**src/rtl/spi_byte_slave.sv**
```systemverilog
// SPI mode-0 byte slave: synchronises the SPI pins into sys_clk, receives MOSI bytes
// and shifts out bytes supplied by the command core on MISO.
module spi_byte_slave #(
  parameter int unsigned SYNC_STAGES = 2,
  parameter logic [7:0]  IDLE_TX     = 8'hFF
) (
  input  logic       sys_clk,
  input  logic       rst,
  input  logic       spi_sck,
  input  logic       spi_cs_n,
  input  logic       spi_mosi,
  output logic       spi_miso,
  output logic       spi_miso_oe,
  output logic [7:0] data_in,
  output logic       data_rdy,
  input  logic [7:0] data_out,
  input  logic       data_latch,
  output logic       frame_start,
  output logic       frame_abort,
  output logic       tx_underrun
);

  typedef enum logic {StIdle, StActive} state_e;

  state_e r_state, w_state_next;

  logic [SYNC_STAGES-1:0] r_sck_sync, r_cs_sync, r_mosi_sync;
  logic                   r_sck_d, r_cs_d;
  logic                   w_sck, w_cs_n, w_mosi;
  logic                   w_sck_rise, w_sck_fall, w_cs_rise, w_cs_fall;
  logic                   w_start, w_end, w_rise, w_fall, w_load;

  logic [2:0] r_bit_cnt;
  logic [7:0] r_rx_shift, r_data_in, r_tx_shift, r_tx_buf;
  logic       r_tx_valid, r_data_rdy, r_frame_start, r_frame_abort, r_tx_underrun;

  // Synchronisers reset to the bus idle levels so reset release creates no false edges
  always_ff @(posedge sys_clk or posedge rst) begin
    if (rst) begin
      r_sck_sync  <= '0;
      r_cs_sync   <= '1;
      r_mosi_sync <= '0;
      r_sck_d     <= 1'b0;
      r_cs_d      <= 1'b1;
    end else begin
      r_sck_sync  <= {r_sck_sync[SYNC_STAGES-2:0], spi_sck};
      r_cs_sync   <= {r_cs_sync[SYNC_STAGES-2:0], spi_cs_n};
      r_mosi_sync <= {r_mosi_sync[SYNC_STAGES-2:0], spi_mosi};
      r_sck_d     <= w_sck;
      r_cs_d      <= w_cs_n;
    end
  end

  assign w_sck      = r_sck_sync[SYNC_STAGES-1];
  assign w_cs_n     = r_cs_sync[SYNC_STAGES-1];
  assign w_mosi     = r_mosi_sync[SYNC_STAGES-1];
  assign w_sck_rise = w_sck & ~r_sck_d;
  assign w_sck_fall = ~w_sck & r_sck_d;
  assign w_cs_rise  = w_cs_n & ~r_cs_d;
  assign w_cs_fall  = ~w_cs_n & r_cs_d;

  always_ff @(posedge sys_clk or posedge rst) begin
    if (rst) r_state <= StIdle;
    else     r_state <= w_state_next;
  end

  always_comb begin
    w_state_next = r_state;
    unique case (r_state)
      StIdle:   if (w_cs_fall) w_state_next = StActive;
      StActive: if (w_cs_rise) w_state_next = StIdle;
      default:  w_state_next = StIdle;
    endcase
  end

  always_comb begin
    spi_miso_oe = (r_state == StActive);
    spi_miso    = (r_state == StActive) & r_tx_shift[7];
  end

  // A CS rise in the same cycle as an SCK edge suppresses the edge
  assign w_start = (r_state == StIdle) & w_cs_fall;
  assign w_end   = (r_state == StActive) & w_cs_rise;
  assign w_rise  = (r_state == StActive) & ~w_cs_rise & w_sck_rise;
  assign w_fall  = (r_state == StActive) & ~w_cs_rise & w_sck_fall;
  // bit_cnt is 0 on a fall only after the 8th rise of a byte
  assign w_load  = w_start | (w_fall & (r_bit_cnt == 3'd0));

  always_ff @(posedge sys_clk or posedge rst) begin
    if (rst) begin
      r_bit_cnt     <= 3'd0;
      r_rx_shift    <= 8'h00;
      r_data_in     <= 8'h00;
      r_data_rdy    <= 1'b0;
      r_frame_start <= 1'b0;
      r_frame_abort <= 1'b0;
    end else begin
      r_frame_start <= w_start;
      r_frame_abort <= w_end & (r_bit_cnt != 3'd0);
      r_data_rdy    <= w_rise & (r_bit_cnt == 3'd7);
      if (w_start || w_end) begin
        r_bit_cnt  <= 3'd0;
        r_rx_shift <= 8'h00;
      end else if (w_rise) begin
        r_rx_shift <= {r_rx_shift[6:0], w_mosi};
        r_bit_cnt  <= r_bit_cnt + 3'd1;
        if (r_bit_cnt == 3'd7) r_data_in <= {r_rx_shift[6:0], w_mosi};
      end
    end
  end

  always_ff @(posedge sys_clk or posedge rst) begin
    if (rst) begin
      r_tx_shift    <= 8'h00;
      r_tx_buf      <= 8'h00;
      r_tx_valid    <= 1'b0;
      r_tx_underrun <= 1'b0;
    end else begin
      if (data_latch) r_tx_buf <= data_out;
      if (w_load) begin
        r_tx_valid <= 1'b0;
        if (data_latch) begin
          r_tx_shift <= data_out;
        end else if (r_tx_valid) begin
          r_tx_shift <= r_tx_buf;
        end else begin
          r_tx_shift    <= IDLE_TX;
          r_tx_underrun <= 1'b1;
        end
      end else begin
        if (w_fall)     r_tx_shift <= {r_tx_shift[6:0], 1'b0};
        if (data_latch) r_tx_valid <= 1'b1;
      end
    end
  end

  assign data_in     = r_data_in;
  assign data_rdy    = r_data_rdy;
  assign frame_start = r_frame_start;
  assign frame_abort = r_frame_abort;
  assign tx_underrun = r_tx_underrun;

endmodule

```
**config.mk**
```make
export PLATFORM = sky130hd
export DESIGN_NAME = spi_byte_slave
export DESIGN_NICKNAME = d
export VERILOG_FILES = /design/src/rtl/spi_byte_slave.sv
export SDC_FILE = /design/constraint.sdc
export NUM_CORES = 1
export LEC_CHECK = 0
export BUFFER_PORTS_ARGS = -buffer_cell sky130_fd_sc_hd__buf_2
export CAP_MARGIN = 10
export CORE_MARGIN = 2
export CORE_UTILIZATION = 50
export DETAILED_ROUTE_END_ITERATION = 12
export PLACE_DENSITY_LB_ADDON = 0.15
export SETUP_SLACK_MARGIN = 0.5
export SLEW_MARGIN = 20
export SYNTH_ARGS = -nofsm -noshare
export SYNTH_HDL_FRONTEND = slang
export SYNTH_SLANG_ARGS = --single-unit
```
**constraint.sdc**
```tcl
create_clock -name sys_clk -period 2.65 [get_ports sys_clk]
set_input_delay 0.265 -clock sys_clk [delete_from_list [all_inputs] [get_ports sys_clk]]
set_output_delay 0.265 -clock sys_clk [all_outputs]
set_load 0.03 [all_outputs]
```
==> summary.txt, run 1 <==
Status
  – Outcome: finished, final reports clean

Clock tree
  – Reg clk slew, reported paths: 0.08 ns
  – Post-CTS sizing: 0
  – Clock sinks: 48
  – Clock insertion delay at the later pin of the skew report: 0.30 ns
  – CTS max path bufs: 2
  – CTS tree: built
  – Root buffer cell: clkbuf_8
  – Post-CTS Setup Inserts: 0
  – Cts hold-fix bufs: 0
  – Cts bufs inserted: 5
  – Number of H-tree levels: 2

Timing
  – Worst setup margin: 0.676 ns
  – Max-slew violation count: 0
  – RSZ-0062 raised after global routing: false
  – Crit path time final: 1.97 ns
  – Fin crit share: 74.5%
  – Final hold violation count: 0
  – Setup TNS: 0 ns
  – Slew headroom: 36.2%
  – Worst Hold Slack: 0.0559 ns
  – Worst clock skew: 0.00690 ns
  – Worst-Margin Slew: 0.956 ns
  – Max Fclk: 0.507 GHz
  – # setup viols final: 0

Cells and area
  – Finished layout cell area: 0.00233 mm2
  – Final cell count without fillers: 225
  – Nets: 192
  – End-of-flow core utilization: 58.6%
  – Fraction of layout instances using a drive strength above 1: 38.3%
  – Area grow syn2layout: 14.3%
  – # diodes: 0

Synthesis
  – Synth Register Bits: 48
  – Post-synth top area share: 55.4%
  – Synth area leader: dfrtp_1
  – Synth Area per Inst: 13.7 um2
  – Syn Inst Count: 148
  – Area contributors post-synth: dfrtp_1 55%, mux2_2 8.9%, o221ai_2 5.2%
  – Sequential share of the synthesized area: 59.2%
  – Syn Nets: 165
  – Cell Area, Synth: 0.00203 mm2
  – YS warnings: 0
  – Post-synth cell types: 31

Pwr
  – Leakage: 1.10 nW
  – Pwr Density: 714 mW/mm2
  – Worst vdd ir: 0.403 mV
  – Power Total: 1.66 mW

GRT
  – Largest net degree at the start of global routing: 49
  – First-pass GRT wire length: 5850 um
  – Gr usage total: 17.7%
  – Initial antenna violation count: 0
  – Vias in the first global route: 1217
  – Remaining Overflow, GRT: 0

Route
  – DRC: 0
  – DR vias: 1313
  – ANT nets after route: 0
  – Wirelength per Cell: 16.1 um
  – DRT Pass-1 Iters: 4
  – Initial DRC count: 83
  – Vias per cell: 5.84
  – Post-Route WL: 3610 um

Worst setup path
  – R2R setup slack: 0.68 ns
  – CP required: 2.82 ns
  – Crit path max-delay cell type: dfrtp_1
  – Endpoint type of the worst setup path: flop
  – Max incr delay on CP: 0.64 ns
  – Crit path max-delay family: flip-flops
  – CP Cell Sequence: or3b_1 -> inv_1 -> a31oi_4 -> o22ai_1
  – Crit-path max FO: 12
  – Critical Path AT: 2.15 ns
  – CP Buf/Inv Count: 1
  – Setup crit start kind: flop
  – CP Class: flop to flop

Floorplanning
  – IO Count: 28
  – Die Span X: 67.8 um
  – Starting Density: 51.2%
  – Core ar.: 0.00397 mm2
  – Standard-cell row count: 23
  – Die ar.: 0.00459 mm2
  – Die Span Y: 67.8 um

Flow run
  – MaxCap Viol Count: 0

Placed design
  – Buffers on Ports: 27
  – DP Cell Count: 218
  – Final GP Congestion: 0.823
  – DP HPWL: 2480 um
  – Place WS: 0.639 ns
  – Post-Place Cell Area: 0.00219 mm2

Hold path
  – Hold crit path type: input pin to flop
cell usage after synthesis:
library cell	n
nor3_1	1
dfstp_2	3
dfrtp_1	45
and2_1	1
o21a_1	2
or4b_4	1
o221ai_2	7
a31oi_4	1
nor2_1	2
o2bb2ai_1	2
nand2b_1	4
o21ai_1	1
o22ai_1	7
o311ai_0	7
nand4_2	1
ha_1	3
nor2b_1	2
nand4_1	1
and3_1	2
clkbuf_1	5
buf_6	2
inv_1	8
nand2_1	7
or3b_1	1
buf_1	1
nor4bb_1	1
a21oi_1	2
a32o_1	9
mux2_2	16
inv_4	1
o31ai_1	2
logic make-up after synthesis:
family | synth area share (%)
compound gates | 18.9
fa+ha+maj | 1.85
buf+inv | 4.00
flops | 59.2
mux | 8.86
simple gates | 7.20
path summary, 6_finish.rpt:
kind / to / startpoint / depth (start not counted)
min in group asynchronous: data_rdy$_DFF_PP0_ / rst / 2
worst min register to register: r_sck_sync[1]$_DFF_PP0_ / r_sck_sync[0]$_DFF_PP0_ / 0
worst max-delay path: r_tx_shift[0]$_DFFE_PP0P_ / spi_miso_oe$_DFF_PP0_ / 4
max in group asynchronous: r_tx_shift[5]$_DFFE_PP0P_ / rst / 2
worst min-delay path: r_cs_sync[0]$_DFF_PP1_ / spi_cs_n / 1
worst max register to register: r_tx_shift[0]$_DFFE_PP0P_ / spi_miso_oe$_DFF_PP0_ / 4
state kept, by name (all words and copies together), names as in the netlist:
signal / cells
r_cs_sync: 2
data_in: 8
frame_start: 1
tx_underrun: 1
frame_abort: 1
r_tx_valid: 1
spi_miso_oe: 1
r_bit_cnt: 3
r_sck_sync: 2
r_sck_d: 1
r_cs_d: 1
r_tx_buf: 8
data_rdy: 1
r_rx_shift: 7
r_tx_shift: 8
r_mosi_sync: 2
power by group:
part / internal (mW) / total [mW] / leakage (nW) / switching [mW]
clock network: 0.371 / 0.603 / 0.0642 / 0.232
registers: 0.798 / 0.840 / 0.603 / 0.0415
logic: 0.0918 / 0.219 / 0.430 / 0.127
total: 1.26 / 1.66 / 1.10 / 0.400
cells in the final DEF (no fill, tap or decap), drive strengths merged, types with 4 or more instances in the layout:
master  netlist  routed
o22ai         7       7
buf           3      28
o311ai        7       7
o221ai        7       7
nand2b        4       4
dfrtp        45      45
a32o          9       9
inv           9       9
nand2         7       7
clkbuf        5       5
mux2         16      16
cell type report:
cell class	count	area, um2
inverters	9	36.3
fillers	341	1650
clock inverters	2	60.1
clock buffers	5	68.8
multi-input cells	83	751
repair buffers	28	143
flip-flops and latches	48	1200
well taps	50	62.6
per-layer routing:
layer  part of all wire [%]  up-vias  GRT usage [%]
met1                     44      670           23.7
met2                     51       30           27.7
met4                    1.0        0           5.25
met3                    4.0        3           5.50
li1                       -      610              -
met5                      0        -              0
Power figures use the tool's default switching activity.
==> inputs of run 2 (changes only) <==
--- a/config.mk
+++ b/config.mk
@@ -5,6 +5,7 @@
 export SDC_FILE = /design/constraint.sdc
 export NUM_CORES = 1
 export LEC_CHECK = 0
+export ABC_AREA = 1
 export BUFFER_PORTS_ARGS = -buffer_cell sky130_fd_sc_hd__buf_2
 export CAP_MARGIN = 10
 export CORE_MARGIN = 2
==> constraint.sdc (replaced) <==
create_clock -name sys_clk -period 1.7 [get_ports sys_clk]
set_input_delay 0.17 -clock sys_clk [delete_from_list [all_inputs] [get_ports sys_clk]]
set_output_delay 0.17 -clock sys_clk [all_outputs]
set_load 0.03 [all_outputs]
==> run 2 against run 1 <==
Against the previous run: cell count is 32% higher; sequential share of layout area is 4.8 points lower; setup slack lost 0.42 ns; clock power rose by 32%; largest cell class unchanged; via count increased by 12%.
==> summary.txt, run 2 <==
Clock tree
  – Cts bufs inserted: 5
  – CTS max path bufs: 2
  – Clock sinks: 48
  – Number of H-tree levels: 2
  – Root buffer cell: clkbuf_8
  – Clock insertion delay at the later pin of the skew report: 0.30 ns
  – CTS tree: built
  – Reg clk slew, reported paths: 0.08 ns

Worst setup path
  – Critical Path AT: 1.69 ns
  – Endpoint type of the worst setup path: flop
  – Reg2Reg Depth: 7
  – CP required: 1.94 ns
  – Setup crit start kind: flop
  – CP Class: flop to flop
  – Crit-path max FO: 5

GRT
  – First-pass GRT wire length: 6490 um
  – Remaining Overflow, GRT: 0
  – Initial antenna violation count: 0
  – Gr usage total: 20.0%
  – Largest net degree at the start of global routing: 35
  – Vias in the first global route: 1449

Timing
  – # setup viols final: 0
  – Worst-Margin Slew: 0.774 ns
  – Setup TNS: 0 ns
  – Fin crit share: 84.9%
  – Slew headroom: 48.1%
  – Max-slew violation count: 0
  – Worst clock skew: 0.00677 ns
  – RSZ-0062 raised after global routing: true
  – Crit path time final: 1.44 ns
  – Final hold violation count: 0
  – Max Fclk: 0.692 GHz

Floorplanning
  – Standard-cell row count: 22
  – Die ar.: 0.00445 mm2
  – Die Span Y: 66.7 um
  – Starting Density: 52.9%
  – Core ar.: 0.00372 mm2
  – Die Span X: 66.7 um
  – IO Count: 28

Cells and area
  – Most common cell after layout, fill and taps aside: dfrtp_1
  – Nets: 264
  – Register area: 0.00121 mm2
  – Area grow syn2layout: 30.8%
  – Fillers: 273
  – Area of the multi-input gates: 741 um2
  – # diodes: 0
  – Final cell count without fillers: 296
  – Fraction of layout instances using a drive strength above 1: 41.9%
  – Leading cell types in the layout, fill and taps excluded: 44 x dfrtp_1, 29 x inv_1, 26 x nand2_1, 26 x buf_2, 16 x nand2_2

Synthesis
  – YS warnings: 0
  – Area contributors post-synth: dfrtp_1 57%, nand2_1 7.6%, inv_1 6.1%
  – Syn Inst Count: 196
  – Number of flops mapped to enable cells by yosys: 0
  – Cell with the most instances after synthesis: dfrtp_1
  – Synth top cells by count: 45 x dfrtp_1, 40 x nand2_1, 32 x inv_1
  – Post-synth top area share: 57.3%
  – Synth area leader: dfrtp_1
  – Synth Flop Type: dfrtp_1
  – Share of synthesized registers carrying an async set or reset: 100%
  – Syn Nets: 213
  – Post-synth cell types: 23
  – Synth Area per Inst: 10.0 um2
  – Cell Area, Synth: 0.00196 mm2
  – Synth Register Bits: 48
  – Sequential share of the synthesized area: 61.3%

Route
  – Initial DRC count: 89
  – DRT Pass-1 Iters: 4
  – DR vias: 1471
  – ANT nets after route: 0
  – DRC: 0
  – Vias per cell: 4.97
  – Post-Route WL: 4070 um
  – Wirelength per Cell: 13.7 um

Placed design
  – Final GP Congestion: 0.758
  – Buffers on Ports: 27
  – DP HPWL: 2420 um
  – DP Cell Count: 272

Pwr
  – Pwr Density: 1120 mW/mm2
  – Worst vdd ir: 0.685 mV
  – Leakage: 1.32 nW

Status
  – Outcome: finished, final reports clean

Hold path
  – Hold-critical path depth: 3
  – Hold crit path type: input pin to flop

Flow run
  – MaxCap Viol Count: 0
run 2: cell count changes in the layout (fill, tap and decap cells not counted), moves of 5 or more:
| cell | delta |
|---|---|
| a32o_1 | -9 |
| buf_4 | +5 |
| buf_6 | +6 |
| inv_1 | +22 |
| mux2_2 | -16 |
| nand2_1 | +19 |
| nand2_2 | +16 |
| nand3_1 | +6 |
| nand3_2 | +10 |
| nor2_1 | +8 |
| o21ai_0 | +11 |
| o21ai_2 | +8 |
| o221ai_2 | -7 |
| o311ai_0 | -7 |
run 2: cells by family after synthesis:
kind of cell	synth area share, %
buf+inv	7.77
compound gates	11.1
flops	61.3
simple gates	17.8
fa+ha+maj	1.91
run 2: timing repair:
| item | CTS | global route |
|---|---|---|
| pin swaps | 10 | 6 |
| resized for setup | 23 | 17 |
| gates cloned | 2 | 1 |
| setup buffers | 9 | 0 |
| endpoints found under the hold margin | 32 | 0 |
| endpoints found under the setup margin | 30 | 47 |
| hold buffers | 4 | 0 |
run 2: per-stage QoR:
stage / hold WS [ns] / instance area (um2) / setup WS [ns] / power, mW / util (%)
CTS: 0.129 / 2510 / 0.327 / 2.81 / 67.6
floorplan: 0.174 / 1980 / 0.267 / 1.77 / -
global route: 0.148 / 2570 / 0.205 / 3.03 / 69.1
finish: 0.132 / 2570 / 0.256 / 2.87 / 69.1
detailed placement: 0.280 / 2180 / 0.167 / 1.91 / 58.7
global placement: 0.277 / 2180 / 0.233 / 1.89 / 58.7
run 2: critical path: stages, from the launching register on:
cell and delay [ns]:
dfstp_2 0.54, inv_2 0.05, a21oi_4 0.22, nand3_4 0.16
buf_6 0.16, nand3_1 0.08, nand3_1 0.10, nand2_1 0.07
run 2: metal layers:
metal | track usage, % | vias up | wire length, um
li1 | - | 721 | -
met1 | 24.9 | 702 | 1850
met2 | 32.9 | 39 | 1960
met3 | 5.24 | 9 | 162
met4 | 8.42 | 0 | 96
met5 | 0 | - | 0
run 2: layout make-up:
cell class	count	share of cell area, %
clock buffer	6	2.83
tap	48	2.34
multi-input combinational	112	28.8
sequential	48	47.0
clock inverter	2	1.36
inverter	36	5.70
timing repair inverter	1	0.195
timing repair buffer	43	11.8
run 2: report_power, final:
part           switching [mW]  leakage (nW)  internal [mW]
Clock                   0.359        0.0552          0.436
Combinational           0.428         0.656          0.265
Sequential             0.0816         0.610           1.30
Total                   0.868          1.32           2.00
run 2: path summary, 6_finish.rpt:
| kind | slack [ns] | startpoint | to |
|---|---|---|---|
| setup / recovery | 0.26 | r_cs_d$_DFF_PP1_ | r_tx_shift[7]$_DFFE_PP0P_ |
| hold / removal | 0.13 | data_out[4] | r_tx_buf[4]$_DFFE_PP0P_ |
| setup reg to reg | 0.26 | r_cs_d$_DFF_PP1_ | r_tx_shift[7]$_DFFE_PP0P_ |
| hold reg to reg | 0.35 | r_mosi_sync[0]$_DFF_PP0_ | r_mosi_sync[1]$_DFF_PP0_ |
| max in group asynchronous | 0.75 | rst | r_mosi_sync[0]$_DFF_PP0_ |
| min in group asynchronous | 0.45 | rst | r_sck_sync[0]$_DFF_PP0_ |
